`config.mk`:
```
export PLATFORM = sky130hd
export DESIGN_NAME = tank_sprite_compositor_flat
export DESIGN_NICKNAME = d
export VERILOG_FILES = /design/src/rtl/tank_sprite_compositor_if.sv /design/src/rtl/tank_sprite_compositor.sv /design/src/flat_wrapper.sv
export SDC_FILE = /design/constraint.sdc
export NUM_CORES = 2
export LEC_CHECK = 0
export ABC_CLOCK_PERIOD_IN_PS = 6400
export CAP_MARGIN = 20
export CORE_ASPECT_RATIO = 1.75
export CORE_MARGIN = 1
export CORE_UTILIZATION = 60
export CTS_CLUSTER_SIZE = 40
export DETAILED_ROUTE_END_ITERATION = 7
export HOLD_SLACK_MARGIN = 0.05
export PLACE_DENSITY = 0.79
export REMOVE_ABC_BUFFERS = 1
export SLEW_MARGIN = 10
export SYNTH_ARGS = -nofsm -noshare
export SYNTH_HDL_FRONTEND = slang
export SYNTH_SLANG_ARGS = --single-unit
```
`constraint.sdc`:
```
create_clock -name Clk -period 6.4 [get_ports Clk]
set_input_delay 1.28 -clock Clk [delete_from_list [all_inputs] [get_ports Clk]]
set_output_delay 1.28 -clock Clk [all_outputs]
set_load 0.005 [all_outputs]
```
`src/rtl/tank_sprite_compositor_if.sv`:
```
// Pixel stream, sprite ROM, palette write and RGB/collision bus of the tank compositor.
interface tank_sprite_compositor_if #(
   parameter int unsigned NUM_TANKS   = 2,
   parameter int unsigned NUM_BULLETS = 2,
   parameter int unsigned COORD_W     = 10,
   parameter int unsigned IDX_W       = 4,
   parameter int unsigned ADDR_W      = 16
);
   logic                             pix_valid_in;
   logic [COORD_W-1:0]               DrawX;
   logic [COORD_W-1:0]               DrawY;
   logic                             frame_start;
   logic [1:0]                       mode;
   logic [NUM_TANKS*COORD_W-1:0]     TankX;
   logic [NUM_TANKS*COORD_W-1:0]     TankY;
   logic [NUM_BULLETS*COORD_W-1:0]   BulletX;
   logic [NUM_BULLETS*COORD_W-1:0]   BulletY;
   logic [NUM_BULLETS-1:0]           bullet_active;
   logic [NUM_TANKS*ADDR_W-1:0]      tank_rom_addr;
   logic [NUM_TANKS*IDX_W-1:0]       tank_rom_idx;
   logic                             pal_we;
   logic [IDX_W-1:0]                 pal_waddr;
   logic [23:0]                      pal_wdata;
   logic [7:0]                       Red;
   logic [7:0]                       Green;
   logic [7:0]                       Blue;
   logic                             pix_valid_out;
   logic [NUM_TANKS*NUM_BULLETS-1:0] hit_flags;

   // VGA controller / game logic / ROMs side
   modport master (
      output pix_valid_in, DrawX, DrawY, frame_start, mode, TankX, TankY,
             BulletX, BulletY, bullet_active, tank_rom_idx, pal_we, pal_waddr, pal_wdata,
      input  tank_rom_addr, Red, Green, Blue, pix_valid_out, hit_flags
   );

   // Compositor side
   modport slave (
      input  pix_valid_in, DrawX, DrawY, frame_start, mode, TankX, TankY,
             BulletX, BulletY, bullet_active, tank_rom_idx, pal_we, pal_waddr, pal_wdata,
      output tank_rom_addr, Red, Green, Blue, pix_valid_out, hit_flags
   );
endinterface

```
`src/rtl/tank_sprite_compositor.sv`:
```
// Three-stage pixel compositor: sprite tanks + round bullets over a gradient background,
// with a writable palette and per-frame bullet/tank collision flags.
module tank_sprite_compositor #(
   parameter int unsigned NUM_TANKS   = 2,
   parameter int unsigned NUM_BULLETS = 2,
   parameter int unsigned COORD_W     = 10,
   parameter int unsigned TANK_W      = 70,
   parameter int unsigned TANK_H      = 50,
   parameter int unsigned BULLET_R    = 4,
   parameter int unsigned IDX_W       = 4,
   parameter int unsigned ADDR_W      = 16,
   parameter int unsigned TRANSP_IDX  = 0
) (
   input logic                     Clk,
   input logic                     Reset,
   tank_sprite_compositor_if.slave bus
);

   localparam int unsigned DW    = COORD_W + 1;
   localparam int unsigned SQW   = 2 * DW + 1;
   localparam int unsigned PAL_N = 1 << IDX_W;
   localparam int unsigned NHIT  = NUM_TANKS * NUM_BULLETS;
   localparam int unsigned CW    = 24;
   localparam logic signed [SQW-1:0] R_SQ = SQW'(BULLET_R * BULLET_R);

   // Signed distance between two unsigned coordinates, one bit wider so it never wraps.
   function automatic logic signed [DW-1:0] sdiff(input logic [COORD_W-1:0] a,
                                                  input logic [COORD_W-1:0] b);
      return $signed({1'b0, a}) - $signed({1'b0, b});
   endfunction

   // Stage 1 next-state
   logic [NUM_TANKS-1:0]        in_tank_d;
   logic [NUM_TANKS*ADDR_W-1:0] rom_addr_d;
   logic [NUM_BULLETS-1:0]      bul_d;
   logic signed [DW-1:0]        dx_c;
   logic signed [DW-1:0]        dy_c;
   logic signed [SQW-1:0]       sq_c;

   // Stage 1 registers
   logic                        s1_valid_q, s1_fs_q;
   logic [1:0]                  s1_mode_q;
   logic [6:0]                  s1_xh_q;
   logic [NUM_TANKS-1:0]        s1_in_tank_q;
   logic [NUM_BULLETS-1:0]      s1_bul_q;
   logic [NUM_TANKS*ADDR_W-1:0] rom_addr_q;

   // Stage 2 registers
   logic                        s2_valid_q, s2_fs_q;
   logic [1:0]                  s2_mode_q;
   logic [6:0]                  s2_xh_q;
   logic [NUM_TANKS-1:0]        s2_in_tank_q;
   logic [NUM_BULLETS-1:0]      s2_bul_q;
   logic [NUM_TANKS*IDX_W-1:0]  s2_idx_q;

   // Stage 3 registers
   logic                        s3_valid_q, s3_fs_q;
   logic [1:0]                  s3_mode_q;
   logic [6:0]                  s3_xh_q;
   logic [NUM_TANKS-1:0]        s3_opaque_q;
   logic [NUM_BULLETS-1:0]      s3_bul_q;
   logic [NUM_TANKS*CW-1:0]     s3_col_q;

   // Output stage
   logic [CW-1:0]               rgb_d, rgb_q;
   logic [7:0]                  bg_c;
   logic [NHIT-1:0]             hits_d;
   logic                        pix_valid_q;
   logic [NHIT-1:0]             acc_q, hit_q;

   logic [CW-1:0]               pal_q [PAL_N];

   // Stage 1: sprite window test and ROM address per tank, disc test per bullet
   always_comb begin
      in_tank_d  = '0;
      rom_addr_d = '0;
      bul_d      = '0;
      dx_c       = '0;
      dy_c       = '0;
      sq_c       = '0;
      for (int unsigned j = 0; j < NUM_TANKS; j++) begin
         dx_c = sdiff(bus.DrawX, bus.TankX[j*COORD_W +: COORD_W]);
         dy_c = sdiff(bus.DrawY, bus.TankY[j*COORD_W +: COORD_W]);
         if (!dx_c[DW-1] && !dy_c[DW-1] &&
             ($unsigned(dx_c) < DW'(TANK_W)) && ($unsigned(dy_c) < DW'(TANK_H))) begin
            in_tank_d[j] = 1'b1;
            rom_addr_d[j*ADDR_W +: ADDR_W] =
               ADDR_W'(32'($unsigned(dy_c)) * TANK_W + 32'($unsigned(dx_c)));
         end
      end
      for (int unsigned i = 0; i < NUM_BULLETS; i++) begin
         dx_c = sdiff(bus.DrawX, bus.BulletX[i*COORD_W +: COORD_W]);
         dy_c = sdiff(bus.DrawY, bus.BulletY[i*COORD_W +: COORD_W]);
         sq_c = SQW'(dx_c) * SQW'(dx_c) + SQW'(dy_c) * SQW'(dy_c);
         bul_d[i] = bus.bullet_active[i] && (sq_c <= R_SQ);
      end
   end

   // Stage 3 priority mux and this pixel's collision bits
   always_comb begin
      rgb_d  = '0;
      hits_d = '0;
      bg_c   = {1'b0, 7'h7F - s3_xh_q};
      if (s3_valid_q) begin
         case (s3_mode_q)
            2'b00: begin
               rgb_d = {8'h00, bg_c, 8'h00};
               for (int j = int'(NUM_TANKS) - 1; j >= 0; j--) begin
                  if (s3_opaque_q[j]) rgb_d = s3_col_q[j*CW +: CW];
               end
            end
            2'b01: begin
               rgb_d = {bg_c, 16'h0000};
               for (int unsigned j = 0; j < NUM_TANKS; j++) begin
                  if (s3_opaque_q[j]) rgb_d = s3_col_q[j*CW +: CW];
               end
               for (int unsigned i = 0; i < NUM_BULLETS; i++) begin
                  if (s3_bul_q[i]) rgb_d = (i % 2 == 0) ? 24'hFFFF00 : 24'hFF00FF;
               end
               for (int unsigned j = 0; j < NUM_TANKS; j++) begin
                  for (int unsigned i = 0; i < NUM_BULLETS; i++) begin
                     hits_d[j*NUM_BULLETS + i] = s3_bul_q[i] && s3_opaque_q[j];
                  end
               end
            end
            default: rgb_d = {bg_c, 16'h0000};
         endcase
      end
   end

   // Pipeline, output and collision registers
   always_ff @(posedge Clk or negedge Reset) begin
      if (!Reset) begin
         s1_valid_q   <= 1'b0;
         s1_fs_q      <= 1'b0;
         s1_mode_q    <= '0;
         s1_xh_q      <= '0;
         s1_in_tank_q <= '0;
         s1_bul_q     <= '0;
         rom_addr_q   <= '0;
         s2_valid_q   <= 1'b0;
         s2_fs_q      <= 1'b0;
         s2_mode_q    <= '0;
         s2_xh_q      <= '0;
         s2_in_tank_q <= '0;
         s2_bul_q     <= '0;
         s2_idx_q     <= '0;
         s3_valid_q   <= 1'b0;
         s3_fs_q      <= 1'b0;
         s3_mode_q    <= '0;
         s3_xh_q      <= '0;
         s3_opaque_q  <= '0;
         s3_bul_q     <= '0;
         s3_col_q     <= '0;
         rgb_q        <= '0;
         pix_valid_q  <= 1'b0;
         acc_q        <= '0;
         hit_q        <= '0;
      end else begin
         s1_valid_q   <= bus.pix_valid_in;
         s1_fs_q      <= bus.frame_start;
         s1_mode_q    <= bus.mode;
         s1_xh_q      <= bus.DrawX[9:3];
         s1_in_tank_q <= in_tank_d;
         s1_bul_q     <= bul_d;
         rom_addr_q   <= rom_addr_d;

         s2_valid_q   <= s1_valid_q;
         s2_fs_q      <= s1_fs_q;
         s2_mode_q    <= s1_mode_q;
         s2_xh_q      <= s1_xh_q;
         s2_in_tank_q <= s1_in_tank_q;
         s2_bul_q     <= s1_bul_q;
         s2_idx_q     <= bus.tank_rom_idx;

         s3_valid_q   <= s2_valid_q;
         s3_fs_q      <= s2_fs_q;
         s3_mode_q    <= s2_mode_q;
         s3_xh_q      <= s2_xh_q;
         s3_bul_q     <= s2_bul_q;
         for (int unsigned j = 0; j < NUM_TANKS; j++) begin
            s3_opaque_q[j] <= s2_in_tank_q[j] &&
                              (s2_idx_q[j*IDX_W +: IDX_W] != IDX_W'(TRANSP_IDX));
            s3_col_q[j*CW +: CW] <= pal_q[s2_idx_q[j*IDX_W +: IDX_W]];
         end

         rgb_q       <= rgb_d;
         pix_valid_q <= s3_valid_q;
         if (s3_fs_q) begin
            hit_q <= acc_q;
            acc_q <= hits_d;
         end else begin
            acc_q <= acc_q | hits_d;
         end
      end
   end

   // Palette: write lands at the edge, so a same-edge read still gets the old entry
   always_ff @(posedge Clk or negedge Reset) begin
      if (!Reset) begin
         for (int unsigned k = 0; k < PAL_N; k++) pal_q[k] <= '0;
      end else if (bus.pal_we) begin
         pal_q[bus.pal_waddr] <= bus.pal_wdata;
      end
   end

   assign bus.tank_rom_addr = rom_addr_q;
   assign bus.Red           = rgb_q[23:16];
   assign bus.Green         = rgb_q[15:8];
   assign bus.Blue          = rgb_q[7:0];
   assign bus.pix_valid_out = pix_valid_q;
   assign bus.hit_flags     = hit_q;

endmodule

```
`src/flat_wrapper.sv`:
```
// flat-port wrapper written by rule: the top's interface ports become plain ports
module tank_sprite_compositor_flat 
#(
   parameter int unsigned NUM_TANKS   = 2,
   parameter int unsigned NUM_BULLETS = 2,
   parameter int unsigned COORD_W     = 10,
   parameter int unsigned TANK_W      = 70,
   parameter int unsigned TANK_H      = 50,
   parameter int unsigned BULLET_R    = 4,
   parameter int unsigned IDX_W       = 4,
   parameter int unsigned ADDR_W      = 16,
   parameter int unsigned TRANSP_IDX  = 0
)
  (Clk, Reset, bus_pix_valid_in, bus_DrawX, bus_DrawY, bus_frame_start, bus_mode, bus_TankX, bus_TankY, bus_BulletX, bus_BulletY, bus_bullet_active, bus_tank_rom_idx, bus_pal_we, bus_pal_waddr, bus_pal_wdata, bus_tank_rom_addr, bus_Red, bus_Green, bus_Blue, bus_pix_valid_out, bus_hit_flags);
  tank_sprite_compositor_if #(.NUM_TANKS(NUM_TANKS), .NUM_BULLETS(NUM_BULLETS), .COORD_W(COORD_W), .IDX_W(IDX_W), .ADDR_W(ADDR_W)) bus_i ();
  input logic Clk;
  input logic Reset;
  input wire logic [$bits(bus_i.pix_valid_in)-1:0] bus_pix_valid_in;
  input wire logic [$bits(bus_i.DrawX)-1:0] bus_DrawX;
  input wire logic [$bits(bus_i.DrawY)-1:0] bus_DrawY;
  input wire logic [$bits(bus_i.frame_start)-1:0] bus_frame_start;
  input wire logic [$bits(bus_i.mode)-1:0] bus_mode;
  input wire logic [$bits(bus_i.TankX)-1:0] bus_TankX;
  input wire logic [$bits(bus_i.TankY)-1:0] bus_TankY;
  input wire logic [$bits(bus_i.BulletX)-1:0] bus_BulletX;
  input wire logic [$bits(bus_i.BulletY)-1:0] bus_BulletY;
  input wire logic [$bits(bus_i.bullet_active)-1:0] bus_bullet_active;
  input wire logic [$bits(bus_i.tank_rom_idx)-1:0] bus_tank_rom_idx;
  input wire logic [$bits(bus_i.pal_we)-1:0] bus_pal_we;
  input wire logic [$bits(bus_i.pal_waddr)-1:0] bus_pal_waddr;
  input wire logic [$bits(bus_i.pal_wdata)-1:0] bus_pal_wdata;
  output wire logic [$bits(bus_i.tank_rom_addr)-1:0] bus_tank_rom_addr;
  output wire logic [$bits(bus_i.Red)-1:0] bus_Red;
  output wire logic [$bits(bus_i.Green)-1:0] bus_Green;
  output wire logic [$bits(bus_i.Blue)-1:0] bus_Blue;
  output wire logic [$bits(bus_i.pix_valid_out)-1:0] bus_pix_valid_out;
  output wire logic [$bits(bus_i.hit_flags)-1:0] bus_hit_flags;
  assign bus_i.pix_valid_in = bus_pix_valid_in;
  assign bus_i.DrawX = bus_DrawX;
  assign bus_i.DrawY = bus_DrawY;
  assign bus_i.frame_start = bus_frame_start;
  assign bus_i.mode = bus_mode;
  assign bus_i.TankX = bus_TankX;
  assign bus_i.TankY = bus_TankY;
  assign bus_i.BulletX = bus_BulletX;
  assign bus_i.BulletY = bus_BulletY;
  assign bus_i.bullet_active = bus_bullet_active;
  assign bus_i.tank_rom_idx = bus_tank_rom_idx;
  assign bus_i.pal_we = bus_pal_we;
  assign bus_i.pal_waddr = bus_pal_waddr;
  assign bus_i.pal_wdata = bus_pal_wdata;
  assign bus_tank_rom_addr = bus_i.tank_rom_addr;
  assign bus_Red = bus_i.Red;
  assign bus_Green = bus_i.Green;
  assign bus_Blue = bus_i.Blue;
  assign bus_pix_valid_out = bus_i.pix_valid_out;
  assign bus_hit_flags = bus_i.hit_flags;
  tank_sprite_compositor #(.NUM_TANKS(NUM_TANKS), .NUM_BULLETS(NUM_BULLETS), .COORD_W(COORD_W), .TANK_W(TANK_W), .TANK_H(TANK_H), .BULLET_R(BULLET_R), .IDX_W(IDX_W), .ADDR_W(ADDR_W), .TRANSP_IDX(TRANSP_IDX)) u_core (.Clk(Clk), .Reset(Reset), .bus(bus_i));
endmodule
```
==> results.py <==
metrics = {
    "detailed_routing": {
        "viasPerCell": 6.083,
        "dr_wl_met3_um": 10440,
        "met2_wirelength_um": 82050,
        "firstDrtPassIters": 7,
        "routed_wire_length_per_instance_um": 22.79,
        "antenna_left": 0,
        "routedLengthMet1_um": 50250,
        "routed_wirelength_um": 157700,
        "drt_drc_violations_left": 0,
        "vias": 42080,
        "detail_route.iter0.violations": 3134,
        "route.top_layer_used": "met5",
    },
    "yosys": {
        "synthesis.area_um2": 50670,
        "post_synth_most_frequent_cells": "859 x inv_1, 550 x dfrtp_1, 434 x fa_1, 404 x ha_1, 392 x mux2_2",
        "async_reset_ff_share_pct": 100.0,
        "post_synth_main_area_contributors": "dfrtp_1 27%, fa_1 17%, ha_1 10%",
        "synth.top_cell.area_share_pct": 27.16,
        "netlist_instances": 4820,
        "syn-mean-instance-area_um2": 10.51,
        "ys_ff_latch": 550,
        "synth_area_leader_cell": "dfrtp_1",
        "yosys_warnings": 0,
        "synth-seq-area-share_pct": 27.16,
        "synth_enable_flop_cells": 0,
        "synthMostInstantiatedCell": "inv_1",
        "synth.lib_cells_used.distinct": 78,
        "synth-main-ff-cell": "dfrtp_1",
    },
    "die": {
        "floorplan.die.height_um": 386.4,
        "die_width_um": 221.7,
        "initial_core_util_pct": 60.77,
        "dieArea_um2": 85670,
        "core_um2": 83380,
        "top_level_ports": 206,
        "placementRows": 140,
    },
    "placement": {
        "placement.cell_area_um2": 59620,
        "hpwlAfterDp_um": 110200,
        "placement.io_buffers": 205,
        "gp_congestion": 0.9745,
        "worst_setup_timing_slack_at_the_placement_stage_ns": -4.402,
    },
    "clocking": {
        "cts_root_buf": "clkbuf_16",
        "cts-hold-fix-buffers": 0,
        "clock_tree_from_tritoncts": "yes",
        "cts-htree-levels": 2,
        "path_clk_slew_ns": 0.08,
        "cts_made_buffers": 51,
        "clock_sinks": 550,
        "clock_latency_ns": 0.65,
        "cts-root-to-sink-buffers": 3,
    },
    "timing": {
        "finalWorstSetupSlack_ns": -2.661,
        "max_freq_mhz": 110.4,
        "slew_violations": 0,
        "finalSetupViolCount": 2,
        "max_slew.worst_pin.slew_ns": 1.189,
        "timing_hold_violations_final": 0,
        "min_period_ns": 9.061,
        "part_of_the_cycle_the_worst_path_needs_pct": 141.6,
        "grt_setup_unrepaired": "true",
        "skew_ns": 0.04550,
        "timing.max_slew.rel_slack_pct": 20.71,
    },
    "global_route": {
        "grt_max_degree": 130,
        "gr-usage-all-layers_pct": 35.78,
        "grt_pass1_vias": 45300,
        "number_of_antenna_violations_at_the_first_check_in_global_routing": 6,
        "wire_length_of_the_first_global_routing_pass_um": 236700,
        "grt_overflow_total": 0,
    },
    "layout": {
        "layout-drive-gt1-share_pct": 33.58,
        "fin_area_um2": 64260,
        "layout.nets": 6789,
        "fin_util_pct": 77.07,
        "flow.area_growth_from_synthesis_pct": 26.81,
    },
    "worst_setup_path": {
        "rrSetupSlack_ns": 3.18,
        "path_depth": 43,
        "critical-path-slowest-cell": "fa_1",
        "worst_path_largest_cell_delay_ns": 0.51,
        "critPathMostFrequentCell": "fa_1",
        "crit_fanout": 4,
        "required_ns": 6.97,
        "worst_setup_path_end_kind": "flop",
        "critical_path.startpoint_type": "primary input",
        "worst-endpoint-arrival_ns": 9.63,
        "setup.worst_path.class": "in2reg",
        "r2r_cells": 5,
        "crit_start": "bus_BulletX[10]",
        "timing.rr.start": "u_core.s3_mode_q[0]",
        "rr_endpoint": "u_core.rgb_q[20]",
        "path_delay_family": "compound AO/OA/AOI/OAI gates",
        "cp.buffers_inverters": 10,
        "critPathCapture": "u_core.s1_bul_q[1]",
    },
    "run_status": {
        "violations": "negative setup slack",
        "status": "finished, violations left",
    },
    "hold_path": {
        "hold_path_class": "reg2reg",
    },
    "run": {
        "max_cap_violations": 0,
    },
}
==> state kept, by name (all words and copies together) (netlist names), 4 cells and up <==
name                      flops
u_core.s1_xh_q                7
u_core.rgb_q                 24
u_core.pal_q                384
u_core.bus.hit_flags          4
u_core.s3_col_q              48
u_core.acc_q                  4
u_core.s2_xh_q                7
u_core.bus.tank_rom_addr     32
u_core.s3_xh_q                7
u_core.s2_idx_q               8
==> worst reg2reg max path, stage by stage, from the launching register on <==
cell      delay (ns)
dfrtp_1         0.33
buf_4           0.27
nor2b_1         0.81
nand2b_1        0.60
nor2_1          0.75
a21oi_1         0.26
==> worst min-delay path by stage <==
stage	startpoint	to	slack, ns	depth (start not counted)
final	u_core.s1_xh_q[2]	u_core.s2_xh_q[2]	0.32	0
after global routing	u_core.s1_xh_q[2]	u_core.s2_xh_q[2]	0.35	0
after CTS	u_core.s1_xh_q[2]	u_core.s2_xh_q[2]	0.34	0
after detailed placement	u_core.s1_mode_q[0]	u_core.s2_mode_q[0]	0.33	0
after global placement	u_core.s1_xh_q[2]	u_core.s2_xh_q[2]	0.33	0
after floorplan	u_core.s1_bul_q[0]	u_core.s2_bul_q[0]	0.33	0
==> per-stage QoR <==
| stage | hold WS [ns] | cells | setup TNS (ns) |
|---|---|---|---|
| after detailed placement | 0.3347 | 6725 | -16.31 |
| after floorplan | 0.3312 | 4648 | -6.572 |
| after global routing | 0.3537 | 6914 | -5.842 |
| final | 0.3199 | 6917 | -5.173 |
| after global placement | 0.3319 | 6725 | -14.81 |
| after CTS | 0.3386 | 6872 | -5.063 |
==> routing by layer <==
metal | global-route usage [%] | up-vias
met5 | 0 | -
met4 | 28.71 | 4
met3 | 5.422 | 859
met2 | 65.00 | 2066
met1 | 36.12 | 20970
li1 | - | 18180
==> cells in the final DEF (no fill, tap or decap), drive strengths merged, types with 10 or more instances in the layout <==
master / synthesis / routed
a311oi: 12 / 12
fa: 434 / 434
a221oi: 38 / 38
nand3: 30 / 30
nor4: 14 / 14
o22ai: 11 / 11
nor2: 345 / 345
a2111oi: 10 / 10
inv: 859 / 863
nor3: 50 / 50
or2: 13 / 13
nor2b: 43 / 43
xor2: 51 / 51
bufinv: 0 / 10
ha: 404 / 404
o21bai: 10 / 10
dlygate4sd2: 0 / 15
nand2: 265 / 265
nand2b: 39 / 39
a21oi: 180 / 180
and2: 13 / 13
and3: 15 / 15
dfrtp: 550 / 550
buf: 23 / 909
a21o: 44 / 44
mux2: 392 / 392
xnor2: 146 / 146
a31oi: 18 / 18
o21ai: 144 / 144
a211oi: 18 / 18
clkinv: 2 / 16
mux4: 168 / 168
or3: 18 / 18
clkbuf: 149 / 74
o21a: 34 / 34
a22oi: 27 / 27
mux2i: 112 / 112
clkdlybuf4s50: 0 / 164
==> kinds of logic after synthesis <==
logic type / synth area share (%)
flops: 27.16
buf+inv: 7.689
mux: 18.39
compound gates: 8.326
xor+xnor: 3.499
fa+ha+maj: 27.12
simple gates: 7.815
==> timing repair <==
| action | 4_1_cts | 5_1_grt |
|---|---|---|
| pin swaps | 168 | 222 |
| setup buffers | 53 | 42 |
| endpoints found under the hold margin | 0 | 0 |
| setup endpoints to repair | 6 | 12 |
| gates resized for setup | 304 | 279 |
==> layout make-up <==
cell class / instances / area, µm²
Multi-Input combinational cell: 3237 / 35060
Fill cell: 5050 / 19120
Sequential cell: 550 / 13780
Timing Repair Buffer: 1105 / 8926
Inverter: 861 / 3253
Clock buffer: 65 / 1419
Tap cell: 1065 / 1333
Clock inverter: 30 / 475.5
Antenna cell: 4 / 10.01
Power is left out: the tool's default activity adds up to more than one toggle a clock period on the data nets, which glitch-free logic cannot reach.
